[src/rtl/vis_scoreboard_issue_pkg.sv]
// Shared types and sizing for the vector issue stage and its scoreboard.
package vis_scoreboard_issue_pkg;

    localparam int VECTOR_REGISTERS = 32;
    localparam int VECTOR_LANES     = 8;
    localparam int DATA_WIDTH       = 32;
    localparam int MAX_VL           = 64;
    localparam int MAX_LMUL         = 8;

    localparam int VREG_W = $clog2(VECTOR_REGISTERS);
    localparam int VL_W   = $clog2(MAX_VL) + 1;
    localparam int LANE_W = $clog2(VECTOR_LANES);
    localparam int CNT_W  = (MAX_LMUL > 1) ? $clog2(MAX_LMUL) : 1;

    // RVV funct3 operand categories
    localparam logic [2:0] OPIVV = 3'b000;
    localparam logic [2:0] OPFVV = 3'b001;
    localparam logic [2:0] OPMVV = 3'b010;
    localparam logic [2:0] OPIVI = 3'b011;

    typedef enum logic [1:0] {IDLE, EXPAND, DRAIN} vis_state_e;

    typedef logic [VECTOR_LANES-1:0][DATA_WIDTH-1:0] lane_data_t;

    typedef struct packed {
        logic [VREG_W-1:0]     src1;
        logic [VREG_W-1:0]     src2;
        logic [VREG_W-1:0]     dst;
        logic [VL_W-1:0]       vl;
        logic [VL_W-1:0]       maxvl;
        logic [5:0]            funct6;
        logic [2:0]            funct3;
        logic [DATA_WIDTH-1:0] data1;
        logic [4:0]            imm;
        logic                  lock;
        logic                  reconfigure;
        logic                  dst_iszero;
    } remapped_v_instr;

    typedef struct packed {
        logic [VREG_W-1:0]       dst;
        logic [VREG_W-1:0]       src1;
        logic [VREG_W-1:0]       src2;
        logic [5:0]              funct6;
        logic [2:0]              funct3;
        logic [VL_W-1:0]         vl;         // elements remaining from this uop on
        logic                    head;
        logic                    last;
        logic [VECTOR_LANES-1:0] lane_valid;
        logic [VECTOR_LANES-1:0] mask;
        lane_data_t              data1;
        lane_data_t              data2;
    } vis_uop_t;

    // Integer reductions (vredsum..vredmax) live in OPMVV funct6 000xxx
    function automatic logic is_reduction(input logic [5:0] f6, input logic [2:0] f3);
        return (f3 == OPMVV) && (f6[5:3] == 3'b000);
    endfunction

    // src1 names a vector register (as opposed to an immediate or scalar)
    function automatic logic uses_vsrc1(input logic [2:0] f3);
        return (f3 == OPIVV) || (f3 == OPFVV) || (f3 == OPMVV);
    endfunction

endpackage

[src/rtl/vis_scoreboard_issue_scoreboard.sv]
// One lane's slice of the scoreboard: a pending and a locked bit per vreg.
module vis_scoreboard
    import vis_scoreboard_issue_pkg::*;
(
    input  logic              clk_i,
    input  logic              rstn_i,
    input  logic              clear_i,
    input  logic              set_en_i,
    input  logic [VREG_W-1:0] set_addr_i,
    input  logic              set_pend_i,
    input  logic              set_lock_i,
    input  logic              wb_en_i,
    input  logic [VREG_W-1:0] wb_addr_i,
    input  logic              unlock_en_i,
    input  logic [VREG_W-1:0] unlock_addr_i,
    input  logic [VREG_W-1:0] q_src1_i,
    input  logic [VREG_W-1:0] q_src2_i,
    input  logic [VREG_W-1:0] q_dst_i,
    output logic              hz_src1_o,
    output logic              hz_src2_o,
    output logic              hz_dst_o,
    output logic              busy_o
);
    localparam int R = VECTOR_REGISTERS;

    logic [R-1:0] pending, locked;
    logic [R-1:0] set_dec, wb_dec, unl_dec;

    assign set_dec = set_en_i    ? (R'(1) << set_addr_i)    : '0;
    assign wb_dec  = wb_en_i     ? (R'(1) << wb_addr_i)     : '0;
    assign unl_dec = unlock_en_i ? (R'(1) << unlock_addr_i) : '0;

    // Clear first, then OR in the sets so a same-cycle set wins
    always_ff @(posedge clk_i or negedge rstn_i) begin
        if (!rstn_i) begin
            pending <= '0;
            locked  <= '0;
        end else if (clear_i) begin
            pending <= '0;
            locked  <= '0;
        end else begin
            pending <= (pending & ~wb_dec)  | (set_pend_i ? set_dec : '0);
            locked  <= (locked  & ~unl_dec) | (set_lock_i ? set_dec : '0);
        end
    end

    assign hz_src1_o = pending[q_src1_i];
    assign hz_src2_o = pending[q_src2_i];
    assign hz_dst_o  = locked[q_dst_i];
    assign busy_o    = |pending | |locked;

endmodule

[src/rtl/vis_scoreboard_issue.sv]
// Vector issue stage: expands one instr into lane-wide uops, stalls on
// scoreboard hazards and presents each uop through a registered valid/ready port.
module vis_scoreboard_issue
    import vis_scoreboard_issue_pkg::*;
(
    input  logic                    clk_i,
    input  logic                    rstn_i,
    input  logic                    valid_i,
    input  remapped_v_instr         instr_i,
    output logic                    ready_o,
    output logic [VREG_W-1:0]       rd_addr_1_o,
    output logic [VREG_W-1:0]       rd_addr_2_o,
    input  lane_data_t              rd_data_1_i,
    input  lane_data_t              rd_data_2_i,
    output logic                    valid_o,
    output vis_uop_t                uop_o,
    input  logic                    ready_i,
    input  logic [VECTOR_LANES-1:0] wb_en_i,
    input  logic [VREG_W-1:0]       wb_addr_i,
    input  logic                    unlock_en_i,
    input  logic [VREG_W-1:0]       unlock_addr_i,
    output logic                    idle_o,
    output logic                    drained_o
);
    localparam int L = VECTOR_LANES;

    vis_state_e        state_q, state_d;
    logic [CNT_W-1:0]  exp_cnt_q, exp_cnt_d;

    logic              red, src1_vec, expanding, hazard, issue, last_uop, sb_clear;
    logic [VREG_W-1:0] uop_dst, uop_src1, uop_src2;
    logic [VL_W-1:0]   elem_base, rem, maxvl_uops, uop_lim;
    logic [L-1:0]      lane_mask, set_lane, hz1, hz2, hzd, busy;
    logic [DATA_WIDTH-1:0] imm_sext;
    vis_uop_t          uop_next;

    assign red      = is_reduction(instr_i.funct6, instr_i.funct3);
    assign src1_vec = uses_vsrc1(instr_i.funct3);

    // Reductions accumulate into a fixed dst from a fixed scalar-in-vreg src1
    assign uop_src2 = instr_i.src2 + VREG_W'(exp_cnt_q);
    assign uop_src1 = red ? instr_i.src1 : instr_i.src1 + VREG_W'(exp_cnt_q);
    assign uop_dst  = red ? instr_i.dst  : instr_i.dst  + VREG_W'(exp_cnt_q);

    assign rd_addr_1_o = uop_src1;
    assign rd_addr_2_o = uop_src2;

    assign elem_base = VL_W'(exp_cnt_q) << LANE_W;
    assign rem       = instr_i.vl - elem_base;

    for (genvar l = 0; l < L; l++) begin : g_mask
        assign lane_mask[l] = rem > VL_W'(l);
    end

    // A maxvl smaller than one uop still yields a single uop
    assign maxvl_uops = instr_i.maxvl >> LANE_W;
    assign uop_lim    = (maxvl_uops == '0)              ? VL_W'(1)        :
                        (maxvl_uops > VL_W'(MAX_LMUL)) ? VL_W'(MAX_LMUL) : maxvl_uops;
    assign last_uop   = ((elem_base + VL_W'(L)) >= instr_i.vl) ||
                        (VL_W'(exp_cnt_q) == uop_lim - VL_W'(1));

    assign hazard = |(lane_mask & ((hz1 & {L{src1_vec}}) | hz2 | hzd));

    // IDLE issues the first uop directly so an unstalled instr costs one cycle
    assign expanding = (state_q == EXPAND) ||
                       ((state_q == IDLE) && valid_i && !instr_i.reconfigure && (instr_i.vl != '0));
    assign issue     = expanding && !hazard && (!valid_o || ready_i);

    assign drained_o = !(|busy) && !valid_o;
    assign idle_o    = drained_o && !valid_i;

    // State and expansion counter
    always_ff @(posedge clk_i or negedge rstn_i) begin
        if (!rstn_i) begin
            state_q   <= IDLE;
            exp_cnt_q <= '0;
        end else begin
            state_q   <= state_d;
            exp_cnt_q <= exp_cnt_d;
        end
    end

    // Next state: leave EXPAND only when the last uop actually issues
    always_comb begin
        state_d   = state_q;
        exp_cnt_d = exp_cnt_q;
        if (issue) exp_cnt_d = last_uop ? '0 : exp_cnt_q + CNT_W'(1);
        case (state_q)
            IDLE: begin
                if (valid_i && instr_i.reconfigure) state_d = DRAIN;
                else if (expanding && !(issue && last_uop)) state_d = EXPAND;
            end
            EXPAND:  if (issue && last_uop) state_d = IDLE;
            DRAIN:   if (drained_o) state_d = IDLE;
            default: state_d = IDLE;
        endcase
    end

    // Outputs: instr handshake and scoreboard flush after a drain
    always_comb begin
        ready_o  = 1'b0;
        sb_clear = 1'b0;
        case (state_q)
            IDLE:    ready_o = valid_i && !instr_i.reconfigure &&
                               ((instr_i.vl == '0) || (issue && last_uop));
            EXPAND:  ready_o = issue && last_uop;
            DRAIN: begin
                ready_o  = drained_o;
                sb_clear = drained_o;
            end
            default: ready_o = 1'b0;
        endcase
    end

    assign imm_sext = {{(DATA_WIDTH-5){instr_i.imm[4]}}, instr_i.imm};

    // Assemble the uop; src1 operand source depends on the instr category
    always_comb begin
        uop_next            = '0;
        uop_next.dst        = uop_dst;
        uop_next.src1       = uop_src1;
        uop_next.src2       = uop_src2;
        uop_next.funct6     = instr_i.funct6;
        uop_next.funct3     = instr_i.funct3;
        uop_next.vl         = rem;
        uop_next.head       = (exp_cnt_q == '0);
        uop_next.last       = last_uop;
        uop_next.lane_valid = lane_mask;
        uop_next.mask       = red ? {{(L-1){1'b0}}, last_uop} : lane_mask;
        uop_next.data2      = rd_data_2_i;
        for (int l = 0; l < L; l++) begin
            if (red)                          uop_next.data1[l] = (l == 0) ? rd_data_1_i[0] : '0;
            else if (instr_i.funct3 == OPIVI) uop_next.data1[l] = imm_sext;
            else if (src1_vec)                uop_next.data1[l] = rd_data_1_i[l];
            else                              uop_next.data1[l] = instr_i.data1;
        end
    end

    // Output register: load on issue, hold while the consumer stalls
    always_ff @(posedge clk_i or negedge rstn_i) begin
        if (!rstn_i) begin
            valid_o <= 1'b0;
            uop_o   <= '0;
        end else if (issue) begin
            valid_o <= 1'b1;
            uop_o   <= uop_next;
        end else if (ready_i) begin
            valid_o <= 1'b0;
        end
    end

    assign set_lane = issue ? lane_mask : '0;

    for (genvar l = 0; l < L; l++) begin : g_lane
        vis_scoreboard u_sb (
            .clk_i         (clk_i),
            .rstn_i        (rstn_i),
            .clear_i       (sb_clear),
            .set_en_i      (set_lane[l]),
            .set_addr_i    (uop_dst),
            .set_pend_i    (!instr_i.dst_iszero),
            .set_lock_i    (instr_i.lock),
            .wb_en_i       (wb_en_i[l]),
            .wb_addr_i     (wb_addr_i),
            .unlock_en_i   (unlock_en_i),
            .unlock_addr_i (unlock_addr_i),
            .q_src1_i      (uop_src1),
            .q_src2_i      (uop_src2),
            .q_dst_i       (uop_dst),
            .hz_src1_o     (hz1[l]),
            .hz_src2_o     (hz2[l]),
            .hz_dst_o      (hzd[l]),
            .busy_o        (busy[l])
        );
    end

endmodule

[config.mk]
export PLATFORM = sky130hd
export DESIGN_NAME = vis_scoreboard_issue
export DESIGN_NICKNAME = d
export VERILOG_FILES = /design/src/rtl/vis_scoreboard_issue_pkg.sv /design/src/rtl/vis_scoreboard_issue_scoreboard.sv /design/src/rtl/vis_scoreboard_issue.sv
export SDC_FILE = /design/constraint.sdc
export NUM_CORES = 2
export LEC_CHECK = 0
export CAP_MARGIN = 5
export CORE_AREA = 2 2 461 463
export CTS_CLUSTER_DIAMETER = 30
export DETAILED_ROUTE_END_ITERATION = 10
export DIE_AREA = 0 0 463 465
export SYNTH_ARGS = -nofsm -noshare
export SYNTH_HDL_FRONTEND = slang
export SYNTH_SLANG_ARGS = --single-unit
[constraint.sdc]
create_clock -name clk_i -period 9.5 [get_ports clk_i]
set_input_delay 1.425 -clock clk_i [delete_from_list [all_inputs] [get_ports clk_i]]
set_output_delay 1.425 -clock clk_i [all_outputs]
set_load 0.01 [all_outputs]
==> summary.md <==
| Metric | Value |
|---|---|
| Routed wire length | about 400,000 µm |
| End of the worst hold path | state_q[1] |
| Cell total after placement | around 9,600 |
| EDFF count, synth | 0 |
| Area Overhead vs Synth | 48.99% |
| Nets | 7,781 |
| CP Max Fanout | 29 |
| Largest cells by area after synthesis | dfrtp_1 (47%), mux2_4 (13%), nand2_1 (11%) |
| Power Dens Cells | ~440 nW/µm² |
| Global-route wire length before repair | 523,200 µm |
| Met2 Wirelength | 159,000 µm |
| Hold path start | state_q[0] |
| Largest area contributor in the netlist | dfrtp_1 |
| Crit path buffers/inverters | 6 |
| Leak pwr | 36.82 nW |
| Layout cells sized above 1 | 0.2148 |
| Clk pin slew, worst setup/hold paths | ~0.050 ns |
| Met1 WL | ~160,000 µm |
| Max Cap Violations | 1 |
| Drt initial violations | about 8,200 |
| Fin cells | 10,266 |
| TritonRoute pass-1 iters | 8 |
| Hpwl dp | approximately 310,000 µm |
| Req. time, crit path | 8.08 ns |
| DP Area | 73,280 µm² |
| H-tree depth | 5 |
| Die Y-Extent | 465 µm |
| Status | finished, violations left |
| Vias in the first global route | roughly 55,000 |
| Failing checks | capacitance limit |
| Cell count after synthesis | between 5,000 and 6,000 |
| Setup Fix Bufs, Post-CTS | 0 |
| CTS tree | done |
| Syn Std Cell Area | approximately 57,000 µm² |
| Clk_lat worst skew | 0.98 ns |
| TritonCTS Buffers | about 360 |
| Die area | between 200,000 and 250,000 µm² |
| Slew @ Worst Pin | 1.481 ns |
| Die Span X | 463 µm |
| Peak supply drop | between 0.2 and 0.3 mV |
| Crit path max-delay family | buffers and inverters |
| Syn_nets | around 6,400 |
| RSZ-0062 raised after global routing | no |
| FILL cells | approximately 20,000 |
| WL met3 | between 50,000 and 60,000 µm |
| Worst EP arrival | 7.20 ns |
| Drc violations | 0 |
| PortBufs | between 1,000 and 1,500 |
| Total track usage | 0.3599 |
| Final hold vios | 0 |
| Max layer used | met5 |
| Clock Tree Root | clkbuf_16 |
| Via count | between 50,000 and 60,000 |
| RR Endpoint | uop_o[113] |
| Final Setup Violations | 0 |
| Top_reg_cell synth | dfrtp_1 |
| Post-place setup slack | around 0.88 ns |
| R2R depth | 18 |
| Seq/Total Area, Yosys | 0.4711 |
| Post-synthesis async set-or-reset flop share | 1.000 |
| Post-route cell area | 85,380 µm² |
| Synth cell types | between 80 and 90 |
| Most frequent cells in the layout | nand2_1 (1,749), clkdlybuf4s50_1 (1,179), dfrtp_1 (1,079) |
| Setup Crit Path Kind | primary input to output port |
| Post-synth top area share | 0.4711 |
| Initial antenna violation count | between 70 and 80 |
| CP max stage cell | fa_4 |
| Worst setup SP type | primary input |
| CTS Hold Buffers Added | 0 |
| Crit. End Element | output port |
| Grt ovf | 0 |
| CTS sink cnt | approximately 1,100 |
| R2r setup slk | slightly above 2 ns |
| CP cell instances | clkdlybuf4s50_1 > ha_4 > fa_4 > buf_12 > buf_4 > mux4_2 > mux2i_1 > mux2i_1 > mux2i_1 > and4b_1 > a31oi_1 > a2111oi_2 > o2111a_1 > buf_4 > or4b_4 > o22ai_1 > buf_4 > buf_12 |
| Final Max Slew Viols | 0 |
| Row cnt | 169 |
| Wire length per cell | ~39 µm |
| Worst relative slew slack | 0.003549 |
| Final worst slack | between 0.8 and 0.9 ns |
| Syn Area/Cell | ~9.9 µm² |
| Reg-to-reg startpoint | exp_cnt_q[0] |
| Maximum clock frequency | around 120 MHz |
| Via-to-Cell Ratio | 5.603 |
| TNS Setup | 0 ns |
| Max stage delay on crit path | just over 1 ns |
| Yosys warning count | 0 |
| Post-layout util | 0.4050 |
| Post-cts gate resize count | 0 |
| Tot Pwr | about 38 mW |
| Crit share post-route | 0.9078 |
| Hold_ws | 0.4750 ns |
| I/O pin cnt | 1,188 |
| Placeable Area | about 210,000 µm² |
| GP Congestion | around 1.1 |
| Post-DRT Antenna Nets | 0 |
| Worst clock skew | 0.09417 ns |
| Hold Path Cell Cnt | 1 |
| Post-layout minimum cycle time | between 8 and 9 ns |
| FF+latch count, synth | 1,079 |
| Worst hold-check path type | flip-flop to flip-flop |
| Clock Path Buffers | 4 |
| Commonest non-fill, non-tap cell in the layout | nand2_1 |
| Largest net degree at the start of global routing | 155 |
| Starting Density | 0.2718 |
kinds of logic (layout without fill, tap and decap cells):
| family | Yosys count | count (layout) | share of synthesized area |
|---|---|---|---|
| AO/OA/AOI/OAI | 1154 | 1154 | 0.1164 |
| XOR/XNOR | 18 | 18 | 0.002751 |
| adder cells (fa/ha/maj) | 23 | 23 | 0.005545 |
| buffers and inverters | 462 | 2103 | 0.03973 |
| flip-flops | 1079 | 1079 | 0.4711 |
| multiplexers | 748 | 748 | 0.1979 |
| other | 0 | 39 | 0 |
| AND/OR/NAND/NOR | 2281 | 2281 | 0.1666 |
how the worst max path moves through the flow:
stage,startpoint,end,cells past startpoint
floorplan,instr_i[68],ready_o,16
global placement,instr_i[68],ready_o,18
detailed placement,instr_i[68],ready_o,18
CTS,instr_i[68],ready_o,18
global route,instr_i[68],ready_o,18
finish,instr_i[68],ready_o,18
layout make-up:
class,count,area [µm²],share of cell area
Inverter,33,126.4,0.001480
Tap cell,2821,3530,0.04134
Clock buffer,477,10090,0.1182
Clock inverter,144,1919,0.02248
Multi-Input combinational cell,4224,28420,0.3328
Antenna cell,39,97.59,0.001143
Sequential cell,1079,27000,0.3162
Timing Repair Buffer,1449,14200,0.1663
routing by layer:
| metal | global-route usage | up-vias |
|---|---|---|
| met5 | 0 | - |
| met4 | 0.2250 | 30 |
| met3 | 0.1697 | 933 |
| met2 | 0.4907 | 4192 |
| met1 | 0.4543 | 29194 |
| li1 | - | 23173 |
power by group:
group | internal (mW) | total (mW) | switching (mW)
registers | 6.52 | 8.41 | 1.90
clock network | 8.43 | 11.9 | 3.48
logic | 7.25 | 17.6 | 10.4
cells in the mapped netlist, drive strengths merged, types with 7 or more instances:
| library cell | number |
|---|---|
| a211oi | 30 |
| a21o | 7 |
| a21oi | 321 |
| a221o | 15 |
| a221oi | 31 |
| a222oi | 9 |
| a22oi | 32 |
| a311oi | 10 |
| a31oi | 16 |
| a32oi | 17 |
| and2 | 11 |
| and3 | 30 |
| buf | 133 |
| clkbuf | 296 |
| dfrtp | 1079 |
| ha | 19 |
| inv | 32 |
| mux2 | 574 |
| mux2i | 70 |
| mux4 | 104 |
| nand2 | 1752 |
| nand2b | 11 |
| nand3 | 83 |
| nand4 | 47 |
| nor2 | 116 |
| nor2b | 22 |
| nor3 | 30 |
| nor4 | 142 |
| o211ai | 10 |
| o21ai | 564 |
| o22ai | 16 |
| o31ai | 11 |
| or3 | 7 |
| xnor2 | 11 |
| xor2 | 7 |
state kept, by name (all words and copies together) (netlist names):
name	cells
exp_cnt_q	3
g_lane.u_sb.locked	256
valid_o	1
state_q	2
g_lane.u_sb.pending	256
uop_o	561
worst reg2reg max path, cell delays in order, from the launching register on:
cell       delay (ns)
dfrtp_1          0.66
ha_4             0.33
fa_4             1.01
buf_12           0.31
buf_4            0.31
mux4_2           0.51
mux2i_1          0.32
mux2i_1          0.18
mux2i_1          0.27
and4b_1          0.22
a31oi_1          0.14
a2111oi_2        0.31
o2111a_1         0.31
buf_4            0.18
or4b_4           0.47
buf_4            0.27
buf_12           0.26
buf_12           0.62
mux2_4           0.66
Note: power is estimated with default switching activity, not from simulation.
